--- src/rtl/pe_input_feeder_if.sv ---
// ---------------------------------------------------------------------------
// pe_input_feeder_if
//   Bus bundle between the input feeder, the global input buffer (GIB) read
//   port and the PE Input rdy/ack stream.
//   GIB read port : o_mem_req / o_mem_addr (feeder -> GIB),
//                   i_mem_rdata (GIB -> feeder, valid 1 cycle after o_mem_req)
//   PE stream     : Input_rdy / Input_dat (feeder -> PE), Input_ack (PE -> feeder)
//   master modport is the feeder side, slave is the environment side.
// ---------------------------------------------------------------------------
interface pe_input_feeder_if #(
  parameter int DATAWD = 16,
  parameter int ADDRWD = 12
) ();
  logic              o_mem_req;
  logic [ADDRWD-1:0] o_mem_addr;
  logic [DATAWD-1:0] i_mem_rdata;
  logic              Input_rdy;
  logic              Input_ack;
  logic [DATAWD-1:0] Input_dat;

  modport master (
    output o_mem_req, o_mem_addr, Input_rdy, Input_dat,
    input  i_mem_rdata, Input_ack
  );

  modport slave (
    input  o_mem_req, o_mem_addr, Input_rdy, Input_dat,
    output i_mem_rdata, Input_ack
  );
endinterface

--- src/rtl/pe_input_feeder.sv ---
// ---------------------------------------------------------------------------
// pe_input_feeder
//   Fetches one input-row tile from the GIB and streams it to the PE with
//   channel innermost, pixel outer. A 2-entry buffer behind a credit-based
//   read issuer keeps one word per cycle flowing under back-pressure.
// Ports
//   i_clk, i_rst     clock, synchronous active-high reset
//   i_start          pulse: latch config and start a tile (IDLE only)
//   i_clear          abort tile, flush to IDLE next cycle
//   i_Pch            channels per pixel
//   i_row_tile       pixels in the tile
//   i_base_addr      GIB address of pixel 0 / channel 0
//   i_pix_stride     GIB address step between pixels
//   bus (master)     GIB read port + PE Input rdy/ack stream
//   o_busy           high in RUN or DRAIN
//   o_done           one-cycle pulse after the last accepted word
// ---------------------------------------------------------------------------
module pe_input_feeder #(
  parameter int DATAWD = 16,
  parameter int ADDRWD = 12,
  parameter int PCHWD  = 4,
  parameter int ROWWD  = 8
) (
  input  logic                      i_clk,
  input  logic                      i_rst,
  input  logic                      i_start,
  input  logic                      i_clear,
  input  logic [PCHWD-1:0]          i_Pch,
  input  logic [ROWWD-1:0]          i_row_tile,
  input  logic [ADDRWD-1:0]         i_base_addr,
  input  logic [ADDRWD-1:0]         i_pix_stride,
  pe_input_feeder_if.master         bus,
  output logic                      o_busy,
  output logic                      o_done
);

  typedef enum logic [1:0] {
    IDLE  = 2'd0,
    RUN   = 2'd1,
    DRAIN = 2'd2,
    DONE  = 2'd3
  } state_e;

  state_e state_q, state_d;

  // Latched tile configuration
  logic [PCHWD-1:0]  pch_q;
  logic [ROWWD-1:0]  row_q;
  logic [ADDRWD-1:0] stride_q;

  // Address walk: pix_base_q tracks base + pix*stride incrementally
  logic [PCHWD-1:0]  ch_q;
  logic [ROWWD-1:0]  pix_q;
  logic [ADDRWD-1:0] pix_base_q;

  // Read return tracking and 2-entry buffer (head drives Input_dat)
  logic              inflight_q;
  logic [DATAWD-1:0] head_q, head_d;
  logic              head_vld_q, head_vld_d;
  logic [DATAWD-1:0] tail_q, tail_d;
  logic              tail_vld_q, tail_vld_d;

  // Zero-length tiles spend one extra cycle in DONE so o_done lands at the
  // same point a two-stage fetch would report completion.
  logic              zero_wait_q;

  logic              mem_req;
  logic              pop;
  logic              last_rd;
  logic              cfg_zero;
  logic              start_acc;
  logic [1:0]        occ_eff;

  assign pop       = head_vld_q & bus.Input_ack;
  assign last_rd   = (ch_q == (pch_q - PCHWD'(1))) && (pix_q == (row_q - ROWWD'(1)));
  assign cfg_zero  = (i_Pch == '0) || (i_row_tile == '0);
  assign start_acc = (state_q == IDLE) && i_start && !i_clear;

  // A word popped this cycle frees its slot for a read issued this cycle;
  // its data lands one cycle later, so the buffer can never exceed 2.
  assign occ_eff = 2'(head_vld_q) + 2'(tail_vld_q) + 2'(inflight_q) - 2'(pop);

  // ---- FSM state register ----
  always_ff @(posedge i_clk) begin
    if (i_rst) state_q <= IDLE;
    else       state_q <= state_d;
  end

  // ---- FSM next state / read issue ----
  always_comb begin
    state_d = state_q;
    mem_req = 1'b0;
    case (state_q)
      IDLE: begin
        if (i_start) state_d = cfg_zero ? DONE : RUN;
      end
      RUN: begin
        mem_req = (occ_eff < 2'd2);
        if (mem_req && last_rd) state_d = DRAIN;
      end
      DRAIN: begin
        if (pop && !tail_vld_q && !inflight_q) state_d = DONE;
      end
      DONE: begin
        if (!zero_wait_q) state_d = IDLE;
      end
      default: state_d = IDLE;
    endcase
    if (i_clear) begin
      state_d = IDLE;
      mem_req = 1'b0;
    end
  end

  // ---- Control registers ----
  always_ff @(posedge i_clk) begin
    if (i_rst) begin
      zero_wait_q <= 1'b0;
      inflight_q  <= 1'b0;
      ch_q        <= '0;
      pix_q       <= '0;
    end else begin
      inflight_q <= mem_req;
      if (i_clear)                          zero_wait_q <= 1'b0;
      else if (start_acc && cfg_zero)       zero_wait_q <= 1'b1;
      else if (state_q == DONE)             zero_wait_q <= 1'b0;
      if (start_acc) begin
        ch_q  <= '0;
        pix_q <= '0;
      end else if (mem_req) begin
        if (ch_q == (pch_q - PCHWD'(1))) begin
          ch_q  <= '0;
          pix_q <= pix_q + ROWWD'(1);
        end else begin
          ch_q  <= ch_q + PCHWD'(1);
        end
      end
    end
  end

  // ---- Configuration and address datapath ----
  always_ff @(posedge i_clk) begin
    if (start_acc) begin
      pch_q      <= i_Pch;
      row_q      <= i_row_tile;
      stride_q   <= i_pix_stride;
      pix_base_q <= i_base_addr;
    end else if (mem_req && (ch_q == (pch_q - PCHWD'(1)))) begin
      pix_base_q <= pix_base_q + stride_q;
    end
  end

  // ---- Buffer next state: pop shifts tail to head, returning data appends ----
  always_comb begin
    head_d     = head_q;
    head_vld_d = head_vld_q;
    tail_d     = tail_q;
    tail_vld_d = tail_vld_q;
    if (pop) begin
      if (tail_vld_q) head_d = tail_q;
      head_vld_d = tail_vld_q;
      tail_vld_d = 1'b0;
    end
    if (inflight_q) begin
      if (!head_vld_d) begin
        head_d     = bus.i_mem_rdata;
        head_vld_d = 1'b1;
      end else begin
        tail_d     = bus.i_mem_rdata;
        tail_vld_d = 1'b1;
      end
    end
  end

  // ---- Buffer registers; clear drops valid flags so in-flight data is lost ----
  always_ff @(posedge i_clk) begin
    if (i_rst) begin
      head_vld_q <= 1'b0;
      tail_vld_q <= 1'b0;
      head_q     <= '0;
    end else begin
      head_q <= head_d;
      if (i_clear) begin
        head_vld_q <= 1'b0;
        tail_vld_q <= 1'b0;
      end else begin
        head_vld_q <= head_vld_d;
        tail_vld_q <= tail_vld_d;
      end
    end
  end

  always_ff @(posedge i_clk) begin
    tail_q <= tail_d;
  end

  assign bus.o_mem_req  = mem_req;
  assign bus.o_mem_addr = mem_req ? (pix_base_q + ADDRWD'(ch_q)) : '0;
  assign bus.Input_rdy  = head_vld_q;
  assign bus.Input_dat  = head_q;
  assign o_busy         = (state_q == RUN) || (state_q == DRAIN);
  assign o_done         = (state_q == DONE) && !zero_wait_q;

endmodule

--- src/flat_wrapper.sv ---
// flat-port wrapper written by rule: the top's interface ports become plain ports
module pe_input_feeder_flat 
#(
  parameter int DATAWD = 16,
  parameter int ADDRWD = 12,
  parameter int PCHWD  = 4,
  parameter int ROWWD  = 8
)
  (i_clk, i_rst, i_start, i_clear, i_Pch, i_row_tile, i_base_addr, i_pix_stride, o_busy, o_done, bus_o_mem_req, bus_o_mem_addr, bus_Input_rdy, bus_Input_dat, bus_i_mem_rdata, bus_Input_ack);
  pe_input_feeder_if #(.DATAWD(DATAWD), .ADDRWD(ADDRWD)) bus_i ();
  input  logic i_clk;
  input  logic i_rst;
  input  logic i_start;
  input  logic i_clear;
  input  logic [PCHWD-1:0] i_Pch;
  input  logic [ROWWD-1:0] i_row_tile;
  input  logic [ADDRWD-1:0] i_base_addr;
  input  logic [ADDRWD-1:0] i_pix_stride;
  output logic o_busy;
  output logic o_done;
  output wire logic [$bits(bus_i.o_mem_req)-1:0] bus_o_mem_req;
  output wire logic [$bits(bus_i.o_mem_addr)-1:0] bus_o_mem_addr;
  output wire logic [$bits(bus_i.Input_rdy)-1:0] bus_Input_rdy;
  output wire logic [$bits(bus_i.Input_dat)-1:0] bus_Input_dat;
  input wire logic [$bits(bus_i.i_mem_rdata)-1:0] bus_i_mem_rdata;
  input wire logic [$bits(bus_i.Input_ack)-1:0] bus_Input_ack;
  assign bus_o_mem_req = bus_i.o_mem_req;
  assign bus_o_mem_addr = bus_i.o_mem_addr;
  assign bus_Input_rdy = bus_i.Input_rdy;
  assign bus_Input_dat = bus_i.Input_dat;
  assign bus_i.i_mem_rdata = bus_i_mem_rdata;
  assign bus_i.Input_ack = bus_Input_ack;
  pe_input_feeder #(.DATAWD(DATAWD), .ADDRWD(ADDRWD), .PCHWD(PCHWD), .ROWWD(ROWWD)) u_core (.i_clk(i_clk), .i_rst(i_rst), .i_start(i_start), .i_clear(i_clear), .i_Pch(i_Pch), .i_row_tile(i_row_tile), .i_base_addr(i_base_addr), .i_pix_stride(i_pix_stride), .bus(bus_i), .o_busy(o_busy), .o_done(o_done));
endmodule
--- config.mk ---
export PLATFORM = sky130hd
export DESIGN_NAME = pe_input_feeder_flat
export DESIGN_NICKNAME = d
export VERILOG_FILES = /design/src/rtl/pe_input_feeder_if.sv /design/src/rtl/pe_input_feeder.sv /design/src/flat_wrapper.sv
export SDC_FILE = /design/constraint.sdc
export NUM_CORES = 1
export LEC_CHECK = 0
export ABC_AREA = 1
export BUFFER_PORTS_ARGS = -buffer_cell sky130_fd_sc_hd__buf_2
export CAP_MARGIN = 20
export CORE_MARGIN = 1.5
export CORE_UTILIZATION = 46
export DETAILED_ROUTE_END_ITERATION = 10
export PLACE_DENSITY = 0.79
export SYNTH_ARGS = -nofsm -noshare
export SYNTH_HDL_FRONTEND = slang
export SYNTH_SLANG_ARGS = --single-unit
--- constraint.sdc ---
create_clock -name i_clk -period 3.4 [get_ports i_clk]
set_clock_uncertainty 0.05 [all_clocks]
set_input_delay 0.17 -clock i_clk [delete_from_list [all_inputs] [get_ports i_clk]]
set_output_delay 0.17 -clock i_clk [all_outputs]
set_load 0.01 [all_outputs]
==> results.cfg, run 1 <==
[job]
maxCapViolCount = 0

[sta]
timing.slew.headroom_pct = 39.9
hold_viol_final = 0
tns_ps = 0
min_period_ps = 2720
min_period_over_period_pct = 80.1
slew_viol_final = 0
tightestPinTransition_ps = 900
max_freq_mhz = 367
report.final.setup_viol = 0
fin_ws_ps = 676
rsz0062_at_grt = no

[synth]
synthDistinctLibCells = 42
ys_seq_area_share_pct = 47.6
synth_cells = 530
synth_edf_count = 52
syn_nets = 615
yosysWarnings = 0
synth_area_um2 = 4710
ys.flop_type = edfxtp_1
ys_seq_elements = 86
async_flop_share_pct = 0
syn_avg_cell_area_um2 = 8.88

[floorplanning]
pin_count = 89
start_util_pct = 47.7
die_y_um = 104
num_rows = 36
fp.dieW_um = 104
design.die.area_um2 = 10900
core_um2 = 9860

[clock_tree]
clk_pin_slew_ps = 90
clk_latency_ps = 360
cts_post_setup_buffers_inserted = 0
cts_tree = done
numCtsBuffers = 9
post_cts_resized = 0
ctsLongestPathBuffers = 2
cts.root.buffer_cell = clkbuf_8
ctsHoldBuffers = 41
htreeDepth = 3
cts_sinks = 86

[global_route]
grt-ovfl-total = 0
grt_pass1_vias = 4022
grt_max_degree = 36
antenna_found_initial = 0
grt_pass1_wl_um = 18100
grt_usage_pct = 20.7

[layout]
diodes = 0
final_area_um2 = 5920
drive_gt1_share_pct = 20.8
post-route-util_pct = 60.0
fillers = 824
instances_no_fill = 801
nets = 748
area_delta_synth_final_pct = 25.8

[routing]
num_vias = 4000
finalWirelength_um = 10800
vias_per_cell = 4.99
firstDrtPassIters = 4
drt_iter0_markers = 169
ant_nets = 0
drc = 0
avgRoutedWirePerCell_um = 13.4

[critical_path]
critPathKind = register to primary output
critPathRequiredTime_ps = 3180
endpoint_kind = primary output
path_delay_family = adder cells
slowest_stage = dfxtp_1
cpPeakStageDelay_ps = 360
cp-start-kind = register
arrival_ps = 2500
worst-path-buf-inv = 4
cp_max_fo = 8
crit_chain = nand2_2 -> inv_2 -> ha_1 -> inv_1 -> ha_1 -> nand2_1 -> nand3b_1 -> nand2_2 -> nand3_2 -> inv_2 -> o21ai_0 -> a21oi_1 -> buf_2

[power]
leakage_nw = 2.63
power_density_nw_per_um2 = 402
irDropWorstVdd_v = 0.000285

[placed_design]
place_congestion = 0.907
dpl_worst_slack_ps = 792
post-place-cells = 744
dpl_cell_area_um2 = 5290
hpwl_um = 7890
port_buffers = 88

[min_path]
hold_path.class = input port to register

[status]
status = complete, no violations
[flip-flops by register name, indices dropped and copies added, names as in the netlist]
register	count
u_core.bus.Input_dat	16
u_core.tail_q	16
u_core.pix_base_q	12
u_core.stride_q	12
u_core.pix_q	8
u_core.row_q	8
u_core.ch_q	4
u_core.pch_q	4
u_core.state_q	2
u_core.bus.Input_rdy	1
u_core.inflight_q	1
u_core.tail_vld_q	1
u_core.zero_wait_q	1
[synth_stat cells, types with 3 or more instances]
master	number	share of area [%]
a21oi_1	42	4.5
o21ai_1	4	0.43
clkbuf_1	3	0.24
nand4_1	8	1.1
mux2i_1	14	3.0
nor2_1	38	3.0
nor3_1	10	1.1
dfxtp_1	34	14
nor2_2	6	0.80
o31ai_1	3	0.48
xor2_1	7	1.3
xnor2_1	5	0.93
nand3_1	24	2.6
nor4_1	4	0.53
nand2_1	107	8.5
nand2_2	6	0.80
inv_2	6	0.48
a31oi_1	4	0.53
inv_1	63	5.0
o21ai_0	31	3.3
buf_2	6	0.64
edfxtp_1	52	33
ha_1	26	6.9
[worst register-to-register path, delay by kind of cell (launching register included)]
| kind | cells | cell delay, ps |
|---|---|---|
| buffers and inverters | 3 | 260 |
| adders and majority gates | 2 | 540 |
| DFF | 1 | 360 |
| and+or+nand+nor | 7 | 1050 |
[cells by family after synthesis]
logic type	synth area share, %
xor gates and xnor gates	2.23
muxes	2.98
buffers and inverters	6.62
and+or+nand+nor	21.2
adders and majority gates	7.76
AOI/OAI and AO/OA	11.6
DFF	47.6
[stage by stage]
stage	power [mW]	hold WS (ps)
2_1_floorplan	1.43	192
3_3_place_gp	1.53	296
3_5_place_dp	1.54	298
4_1_cts	2.41	10.1
5_1_grt	2.50	24.1
6_report	2.38	34.4
[placed cells by master (no fill, tap or decap), drive strengths merged]
cell           n
a21oi         44
clkinvlp       2
a221oi         1
o21bai         2
nand4          8
a31o           1
o21ai         36
nor2          46
nor3          11
nor3b          3
a21o           2
nor4           4
nand3b         2
o21a           1
nand2        114
buf           91
inv           72
xnor2          5
fa             2
a31oi          4
xor2           7
or2            1
dlygate4sd3   41
mux2i         14
dfxtp         34
nand3         26
bufinv         2
a211oi         2
ha            26
clkbuf         9
edfxtp        52
o31ai          3
[layout make-up]
type	instances	area (um2)	share of cell area, %
clock inverters	7	104	1.75
repair buffers	132	873	14.7
clock buffers	9	124	2.09
flip-flops and latches	86	2240	37.9
inverters	69	259	4.37
multi-input cells	365	2150	36.4
well taps	133	166	2.81
[report_power, final]
| part | total (mW) | internal (mW) | switching [mW] |
|---|---|---|---|
| clock network | 0.823 | 0.424 | 0.399 |
| registers | 1.19 | 1.16 | 0.0307 |
| logic | 0.374 | 0.164 | 0.210 |
[routing by layer]
layer  track usage, %  part of all wire [%]
met2             36.7                    51
met4             10.3                   3.0
met3             3.57                   3.0
met5                0                     0
met1             24.1                    43
[worst paths after layout]
| check | from | endpoint | slack, ps | depth (start not counted) |
|---|---|---|---|---|
| min | i_base_addr[0] | u_core.pix_base_q[0] | 30 | 3 |
| min reg2reg | u_core.bus.Input_dat[11] | u_core.bus.Input_dat[11] | 450 | 2 |
| max | u_core.bus.Input_rdy | bus_o_mem_addr[11] | 680 | 13 |
| max reg2reg | u_core.bus.Input_rdy | u_core.pix_base_q[1] | 780 | 12 |
(Power assumes the default switching activity.)
==> inputs of run 2 (changes only) <==
Settings changed: ABC_AREA 1 to 0, PLACE_DENSITY 0.79 to 0.82.
Clock period 3.4 ns to 2.4 ns, I/O delays scaled along.
==> run 2 against run 1 <==
Effect of this change: the run now ends with negative setup slack left; cell area increased by 6.7%; utilization grew 4.6 points; die area shrank 1.8%; flip-flop and latch count unchanged; register-to-register slack worse by 720 ps; non-clock buffer count increased by 26; clock-buffer cell count rose by 5; synthesized area shrank 1.9%; combinational power grew 58%; highest routed layer unchanged.
==> results.cfg, run 2 <==
[routing]
finalWirelength_um = 11200
drt_iter0_markers = 193
num_vias = 3844
ant_nets = 0
drc = 0
vias_per_cell = 5.29
firstDrtPassIters = 4
avgRoutedWirePerCell_um = 15.4

[synth]
yosysMostFrequentCell = edfxtp_1
synthDistinctLibCells = 59
synth_top_area_share_pct = 33.8
ys_seq_elements = 86
async_flop_share_pct = 0
synth_edf_count = 52
synth_top_cell_by_area = edfxtp_1
synth_cells = 432
syn_avg_cell_area_um2 = 10.7
synthTopCellsByCount = edfxtp_1 (52), nor2_1 (49), dfxtp_1 (34), a21oi_1 (28), ha_1 (26)
synth_area_um2 = 4620
synth_area_leaders = edfxtp_1 (34%), dfxtp_1 (15%), ha_1 (7.0%), nor2_1 (4.0%), mux2i_1 (3.7%)
syn_nets = 517
yosysWarnings = 0
ys.flop_type = edfxtp_1
ys_seq_area_share_pct = 48.5

[placed_design]
hpwl_um = 7580
dpl_worst_slack_ps = -38.2
place_congestion = 0.884
port_buffers = 88
post-place-cells = 654

[sta]
fin_ws_ps = -38.4
min_period_ps = 2440
tightestPinTransition_ps = 648
max_freq_mhz = 410
rsz0062_at_grt = yes
slew_viol_final = 0
hold_ws_ps = 40.1
tns_ps = -86.4
report.final.setup_viol = 5
timing.slew.headroom_pct = 56.8
min_period_over_period_pct = 102
hold_viol_final = 0

[clock_tree]
ctsLongestPathBuffers = 2
clk_pin_slew_ps = 90
clk_latency_ps = 360
htreeDepth = 3
cts.root.buffer_cell = clkbuf_8
cts_sinks = 86
numCtsBuffers = 9
cts_tree = done

[power]
power_density_nw_per_um2 = 519
leakage_nw = 2.66
power_frac_clock_pct = 30.8
seqPwrFrac_pct = 51.2
internal-power_mw = 2.42
switching_share_pct = 26.1
irDropWorstVdd_v = 0.000379
power_mw = 3.28
comb_power_share_pct = 18.0
power.switching_mw = 0.856

[global_route]
grt_max_degree = 33
grt_pass1_wl_um = 17500
grt-ovfl-total = 0
grt_usage_pct = 21.3
antenna_found_initial = 0
grt_pass1_vias = 3775

[critical_path]
cp_max_fo = 7
critPathRequiredTime_ps = 2230
cp-start-kind = register
endpoint_kind = primary output
arrival_ps = 2270
critPathKind = register to primary output
reg2regPathDepth = 11

[layout]
drive_gt1_share_pct = 31.0
diodes = 0
area_delta_synth_final_pct = 36.8
instances_no_fill = 726
fillers = 752
final_cell_mix = buf_2 (82), edfxtp_1 (52), nor2_1 (46)
nets = 673
final_common_cell = buf_2

[floorplanning]
fp.dieW_um = 103
start_util_pct = 47.3
core_um2 = 9770
die_y_um = 103
num_rows = 36
design.die.area_um2 = 10700
pin_count = 89

[status]
status = finished, violations left
violations = negative setup slack

[min_path]
hold_path.class = input port to register
holdPathStages = 3

[job]
maxCapViolCount = 0
[run 2: cell count changes after synthesis, moves of 7 or more]
cell	delta
a211oi_1	+16
a21oi_1	-14
inv_1	-43
nand2_1	-86
nand3_1	-18
nor2_1	+11
o21ai_0	-26
or3_1	+7
xnor2_1	+13
xor2_1	+11
[run 2: what timing repair did]
action	4_1_cts	5_1_grt
hold endpoints to repair	52	0
endpoints found under the setup margin	16	22
buffers inserted	6	7
gates resized for setup	25	42
gates cloned	0	0
pin swaps	10	20
hold buffers	43	0
[run 2: through the flow]
| step | instance area, um2 | utilization [%] |
|---|---|---|
| after floorplan | 4640 | - |
| after global placement | 5300 | 54.2 |
| after detailed placement | 5300 | 54.2 |
| after CTS | 6080 | 62.2 |
| after global routing | 6320 | 64.7 |
| final | 6320 | 64.7 |
[run 2: critical path, cell delays in order, from the launching register on]
cell	delay, ps
edfxtp_1	470
ha_4	210
fa_2	380
a21o_1	210
a21oi_2	130
buf_6	140
o21ai_2	80
a21oi_4	180
buf_6	120
[run 2: power by group through the flow]
stage	Combinational (mW)	Clock, mW	Sequential (mW)
floorplan	0.305	0	1.70
detailed placement	0.458	0	1.71
finish	0.591	1.01	1.68
CTS	0.535	1.04	1.67
global placement	0.439	0	1.71
global route	0.649	1.10	1.68
[run 2: cells by family (layout without fill, tap and decap cells)]
group | count (synthesis) | in the layout | synth area share [%]
muxes | 17 | 17 | 3.68
adders and majority gates | 28 | 28 | 7.91
and+or+nand+nor | 142 | 142 | 16.5
xor gates and xnor gates | 39 | 39 | 8.02
DFF | 86 | 86 | 48.5
buffers and inverters | 36 | 197 | 3.14
AOI/OAI and AO/OA | 84 | 84 | 12.2
[run 2: area by class of cell]
cell class,instances,area [um2],share of cell area [%]
clock buffer,14,185,2.93
multi-input combinational,310,2470,39.2
tap,133,166,2.63
timing repair buffer,158,1140,18.1
inverter,23,88.8,1.41
sequential,86,2250,35.6
clock inverter,2,12.5,0.198
[run 2: path summary, 6_finish.rpt]
path,from,to,slack [ps]
max,u_core.pix_base_q[0],bus_o_mem_addr[8],-40
max reg2reg,u_core.pix_base_q[0],u_core.pix_base_q[10],60
min reg2reg,u_core.inflight_q,u_core.bus.Input_rdy,470
min,i_base_addr[4],u_core.pix_base_q[4],40
[run 2: layer usage]
layer	vias to the layer above	share of wire [%]	wire (um)	global-route usage (%)
li1	1884	-	-	-
met1	1834	42	4750	26.1
met2	102	51	5720	37.5
met3	24	4.1	461	3.83
met4	0	2.4	270	8.32
met5	-	0	0	0
